===== src/rtl/uart_word_loader.sv =====
// uart_word_loader: framed length/payload/checksum program loader that holds the CPU in reset until a clean load
module uart_word_loader #(
  parameter int DBIT = 32,
  parameter int ADDR_W = 10,
  parameter int BASE_ADDR = 0
) (
  input  logic              clk,
  input  logic              reset,
  input  logic              rx_done_tick,
  input  logic [DBIT-1:0]   rx_dout,
  input  logic              restart,
  output logic              mem_we,
  output logic [ADDR_W-1:0] mem_addr,
  output logic [DBIT-1:0]   mem_wdata,
  output logic              cpu_hold,
  output logic              busy,
  output logic              load_done,
  output logic              load_err
);
  localparam logic [DBIT:0] MAX_WORDS = (DBIT+1)'(2**ADDR_W - BASE_ADDR);
  typedef enum logic [2:0] {S_LEN, S_DATA, S_SUM, S_DONE, S_ERR} state_t;
  state_t state, state_n;
  logic [DBIT-1:0] len_reg, len_n, sum, sum_n, wdata_n;
  logic [ADDR_W:0] cnt, cnt_n;
  logic [ADDR_W-1:0] addr_n;
  logic we_n;
  always_comb begin
    state_n = state;
    len_n = len_reg;
    cnt_n = cnt;
    sum_n = sum;
    we_n = 1'b0;
    addr_n = mem_addr;
    wdata_n = mem_wdata;
    case (state)
      S_LEN: if (rx_dout == '0 || {1'b0, rx_dout} > MAX_WORDS) begin
        state_n = rx_done_tick ? S_ERR : state;
      end else if (rx_done_tick) begin
        len_n = rx_dout;
        cnt_n = '0;
        sum_n = '0;
        state_n = S_DATA;
      end
      S_DATA: if (rx_done_tick) begin
        we_n = 1'b1;
        addr_n = ADDR_W'(BASE_ADDR) + cnt[ADDR_W-1:0];
        wdata_n = rx_dout;
        sum_n = sum + rx_dout;
        cnt_n = cnt + 1'b1;
        state_n = (DBIT'(cnt) == len_reg - DBIT'(1)) ? S_SUM : state;
      end
      S_SUM: state_n = rx_done_tick ? ((rx_dout == sum) ? S_DONE : S_ERR) : state;
      default: if (restart) begin
        state_n = S_LEN;
        cnt_n = '0;
        sum_n = '0;
      end
    endcase
  end
  always_ff @(posedge clk) begin
    if (reset) begin
      state <= S_LEN;
      len_reg <= '0;
      cnt <= '0;
      sum <= '0;
      mem_we <= 1'b0;
      mem_addr <= '0;
      mem_wdata <= '0;
      cpu_hold <= 1'b1;
      busy <= 1'b0;
      load_done <= 1'b0;
      load_err <= 1'b0;
    end else begin
      state <= state_n;
      len_reg <= len_n;
      cnt <= cnt_n;
      sum <= sum_n;
      mem_we <= we_n;
      mem_addr <= addr_n;
      mem_wdata <= wdata_n;
      cpu_hold <= state_n != S_DONE;
      busy <= state_n == S_DATA || state_n == S_SUM;
      load_done <= state_n == S_DONE;
      load_err <= state_n == S_ERR;
    end
  end
endmodule

===== config.mk =====
export PLATFORM = sky130hd
export DESIGN_NAME = uart_word_loader
export DESIGN_NICKNAME = d
export VERILOG_FILES = /design/src/rtl/uart_word_loader.sv
export SDC_FILE = /design/constraint.sdc
export NUM_CORES = 1
export LEC_CHECK = 0
export ABC_AREA = 0
export BUFFER_PORTS_ARGS = -buffer_cell sky130_fd_sc_hd__clkbuf_2
export CAP_MARGIN = 40
export CORE_ASPECT_RATIO = 0.6
export CORE_UTILIZATION = 35
export CTS_BUF_LIST = sky130_fd_sc_hd__clkbuf_16
export DETAILED_ROUTE_END_ITERATION = 6
export PLACE_DENSITY_LB_ADDON = 0.1
export SYNTH_ARGS = -nofsm -noshare
export SYNTH_HDL_FRONTEND = slang
export SYNTH_SLANG_ARGS = --single-unit

===== constraint.sdc =====
create_clock -name clk -period 5.35 [get_ports clk]
set_input_delay 0.535 -clock clk [delete_from_list [all_inputs] [get_ports clk]]
set_output_delay 0.535 -clock clk [all_outputs]
set_load 0.005 [all_outputs]

Yosys cells after proc, flatten, opt, wreduce, memory -nomap -nowiden
Index checks and enable logic that the tools add are counted.

Latch bits: 0. Memories: 0. Flip-flop bits (word level): 125. Logic and storage cells: 59. Bits in writable memories: 0. Input bits: 36. Bits in read-only memories: 0. Output and inout bits: 47.

Magnitude comparators: 1. Eq/ne operators: 12. Reduce and logical (&&, ||, !) cells: 9. $add $sub $neg: 3. Bitwise gates (word level): 3. Multiply operators: 0. Shift-type cells: 0. Muxes and demuxes: 20. Div/mod/pow operators: 0.

Operator list (count): 2-to-1 mux 32 bit (4); case mux 32 bit (3 select lines) (1); 2-to-1 mux 11 bit (4); case mux 11 bit (3 select lines) (1); adder 32 bit (1); == test 11 x 32 -> 1 bit (1); == test 32 bit (1); > comparator 32 x 11 -> 1 bit, second input constant (1); logical NOT 32 bit (1); subtractor 32 x 1 -> 32 bit, second input constant (1); 2-to-1 mux 3 bit (8); adder 11 x 1 -> 11 bit, second input constant (1); == test 3 x 2 -> 1 bit, second input constant (3); case mux 3 bit (3 select lines) (1); == test 3 x 1 -> 1 bit, second input constant (2); inequality test 2 bit, second input constant (3); AND reduction 5 bit (1); == test 3 bit, second input constant (1); logical NOT 3 bit (1); inequality test 3 x 2 -> 1 bit, second input constant (1); NOT 1 bit (3); AND reduction 3 bit (1); nonzero test 3 bit (1); logical OR 1 bit (2); 3 further kinds (3).

Longest topological paths before layout
Depth after elaboration: 7. Mapped depth: 11.

Least setup slack after synthesis
OpenSTA, ideal clock, no wires.

Kind: input to register. Start: input rx_dout[0]. End: register sum[28]. Stages: 11. Path buffers: 0. Required time: 5.233 ns. Arrival time: 3.025 ns. Path slack: 2.209 ns. Path through: ha_1 > fa_1 > a21o_1 > a2111oi_0 > o21ai_0 > o221ai_1 > o31ai_1 > a31oi_1 > o21ai_0 > xor2_1 > a22o_1.

Word-level cells in the longest chain between the ends: 4. Elaborated cells on any way between the ends: 8. Those cells by class: add/sub: 1; order compare: 1; eq/ne: 1; mux: 2; reduce/logical: 3.

RTL lines: from (decl) (RTL line 10) `input logic [DBIT-1:0] rx_dout,`; > comparator 32 x 11 -> 1 bit / logical NOT 32 bit (equally long branches) (RTL line 36) `S_LEN: if (rx_dout == '0 || {1'b0, rx_dout} > MAX_WORDS) begin`; logical OR 1 bit (RTL line 36); inequality test 2 bit (no line); AND reduction 5 bit (no line); to (signal assigned) (RTL line 77) `sum <= sum_n;`; to (decl) (RTL line 23) `logic [DBIT-1:0] len_reg, len_n, sum, sum_n, wdata_n;`.

Parallel ways exist; a longest one is shown, timed or not. The select of a mux whose other input is x is not followed. A chain may end at the register's enable or synchronous reset.

Worst setup path in the final report
Start: input rx_dout[14]. End: register len_reg[13].

Word-level cells in the longest chain between the ends: 4. Elaborated cells on any way between the ends: 5. Those cells by class: order compare: 1; bitwise: 1; reduce/logical: 3.

RTL lines: > comparator 32 x 11 -> 1 bit / logical NOT 32 bit (equally long branches) (RTL line 36); logical OR 1 bit * (RTL line 36); NOT 1 bit (no line) *; AND reduction 3 bit (no line) *; to (signal assigned) (RTL line 75) `len_reg <= len_n;`; to (decl) (RTL line 23).

Every way passes the cells marked *; elsewhere a longest branch is shown, timed or not.

==> results.sh <==
export IMPL_outcome="finished clean"
export IMPL_yosysSeqAreaShare_pct=38.10
export IMPL_peakVddDrop_mv=0.2211
export IMPL_worst_path_max_fanout=15
export IMPL_cts_resized=0
export IMPL_synth_area_um2=6568
export IMPL_hold_viol_final=0
export IMPL_yosysTopAreaCell="dfxtp_1"
export IMPL_max_slew_margin_pct=42.23
export IMPL_portBuffers=82
export IMPL_fin_util_pct=42.35
export IMPL_setup_tns_final_ns=0
export IMPL_synth_top_cells_by_count="dfxtp_1, nand2_1, a21oi_1"
export IMPL_layout_drive_gt1_share_pct=14.81
export IMPL_vias_per_cell=5.331
export IMPL_synth_area_top_cells="dfxtp_1, nand2_1, a21oi_1"
export IMPL_hold_ws_ns=0.3701
export IMPL_r2r_start="sum[0]"
export IMPL_clk_pin_slew_ns=0.06
export IMPL_antenna_found_initial=0
export IMPL_yosysWarnings=0
export IMPL_path_cells="clkbuf_2 > nor4_1 > nand4_1 > nor4b_1 > nand3b_1 > nor2b_1 > buf_4 > and2_1"
export IMPL_cp_startpoint="rx_dout[14]"
export IMPL_wl_per_cell_um=16.99
export IMPL_synth_seq_cells=125
export IMPL_place_congestion=0.8758
export IMPL_die_area_um2=19330
export IMPL_cp_start_kind="input port"
export IMPL_power_leakage_nw=3.245
export IMPL_min_period_ns=3.516
export IMPL_wirelength_mm=18.99
export IMPL_grt_max_degree=46
export IMPL_vias=5960
export IMPL_nFillCells=1838
export IMPL_synth_edf_count=0
export IMPL_rsz0062_at_grt="no"
export IMPL_drv_cap=0
export IMPL_postRouteAntennaNets=0
export IMPL_path_delay_family="simple AND/OR/NAND/NOR gates"
export IMPL_cts_root_buf="clkbuf_16"
export IMPL_cp_slowest_cell="nand3b_1"
export IMPL_start_util_pct=36.07
export IMPL_cts_made_buffers=17
export IMPL_core_um2=18210
export IMPL_synth_most_common_cell="dfxtp_1"
export IMPL_place_area_um2=7202
export IMPL_dp_cells=1089
export IMPL_hold_path_class="in -> reg"
export IMPL_yosysUniqueCellTypes=69
export IMPL_dp_hpwl_mm=14.12
export IMPL_crit_path_end_kind="flop"
export IMPL_power_density_nw_per_um2=269.5
export IMPL_tightest_slew_ns=0.8639
export IMPL_regArea_um2=2502
export IMPL_slowest_delay_ns=0.81
export IMPL_worstPathRequired_ns=5.67
export IMPL_slew_viol_final=0
export IMPL_n_antenna_cell=0
export IMPL_rows=38
export IMPL_clock_latency_ns=0.43
export IMPL_finalSetupViolCount=0
export IMPL_grt_overflow_total=0
export IMPL_die_h_um=108.1
export IMPL_fin_crit_sh_pct=65.71
export IMPL_grt_usage_pct=20.43
export IMPL_final_cell_count_no_fill=1118
export IMPL_r2r_slack_ns=1.86
export IMPL_synth_main_ff_cell="dfxtp_1"
export IMPL_syn_area_per_cell_um2=8.282
export IMPL_final_area_um2=7711
export IMPL_drc=0
export IMPL_post_cts_buffers=0
export IMPL_drt_iter0_drc=387
export IMPL_async_flop_share_pct=0
export IMPL_grt_pass1_vias=5370
export IMPL_synthesis_nets=863
export IMPL_final_nets=938
export IMPL_syn_inst=793
export IMPL_cts_tree="done"
export IMPL_multiInputGateArea_um2=3869
export IMPL_hp_start="rx_dout[22]"
export IMPL_cts_num_sinks=125
export IMPL_cp_num_buf_inv=2
export IMPL_postCtsHoldBufs=0
export IMPL_syn_to_final_growth_pct=17.41
export IMPL_fmax_ghz=0.2844
export IMPL_grt_pass1_wl_mm=29.63
export IMPL_crit_type="in -> reg"
export IMPL_synth_top_cell_area_share_pct=38.10
export IMPL_die_w_um=178.8
export IMPL_h_tree_depth=4
export IMPL_arrival_ns=3.83
export IMPL_clock_path_buffers=2
export IMPL_first_pass_iters=5
export IMPL_skew_ns=0.007800
export IMPL_io_pins=83
## per-layer routing
metal | track usage (%) | vias up | wire, um
li1 | - | 2983 | -
met1 | 32.80 | 2814 | 10890
met2 | 24.66 | 146 | 6830
met3 | 5.274 | 17 | 1075
met4 | 7.264 | 0 | 199
met5 | 0 | - | 0
## final cells by class
cell class	instances	share of cell area, %
multi-input cells	619	50.17
flip-flops and latches	125	32.45
repair buffers	91	6.198
clock buffers	17	5.517
well taps	240	3.894
clock inverters	12	1.087
inverters	14	0.6815
## metrics by stage
stage / power, mW / setup WS [ns]
after floorplan: 1.016 / 2.209
after global placement: 1.064 / 1.441
after detailed placement: 1.067 / 1.442
after CTS: 2.101 / 1.890
after global routing: 2.157 / 1.605
final: 2.078 / 1.834
## tightest hold or removal path, cell delays in order
cell      delay (ns)
clkbuf_2        0.10
nand2_1         0.06
a21oi_1         0.05
## placed cells by master, fill, tap and decap left out, types with 4 or more instances in the layout
cell	count
a211oi_1	6
a21o_1	13
a21oi_1	87
a22o_1	14
a22oi_1	12
a31oi_1	4
and2_1	24
and3_1	8
buf_4	9
clkbuf_16	17
clkbuf_2	81
clkinv_1	4
clkinv_2	4
dfxtp_1	125
ha_1	33
inv_1	15
mux2i_1	13
nand2_1	121
nand2b_1	7
nand3_1	8
nand4_1	10
nor2_1	62
nor2b_1	4
nor3_1	13
nor4_1	21
nor4b_1	7
o211ai_1	4
o21a_1	6
o21ai_0	33
o21bai_1	6
or3_1	4
xnor2_1	28
xor2_1	20
## path summary, 6_finish.rpt
path	end	depth (start not counted)
worst min register to register	mem_wdata[4]	2
worst max register to register	sum[28]	11
worst min-delay path	mem_wdata[22]	3
worst max-delay path	len_reg[13]	8
## logic make-up after synthesis
logic type	count (synthesis)	share of synthesized area [%]
buffers and inverters	49	3.258
multiplexers	13	1.981
AND/OR/NAND/NOR	320	24.37
flip-flops	125	38.10
adder cells (fa/ha/maj)	34	6.592
AO/OA/AOI/OAI	204	19.30
XOR/XNOR	48	6.401
## report_power, final
| part | total [mW] | switching [mW] | internal, mW | leakage, nW |
|---|---|---|---|---|
| Combinational | 0.114 | 0.0772 | 0.0371 | 1.99 |
| Sequential | 0.934 | 0.00105 | 0.933 | 1.01 |
| Clock | 1.03 | 0.414 | 0.616 | 0.251 |
(Power assumes the default switching activity.)
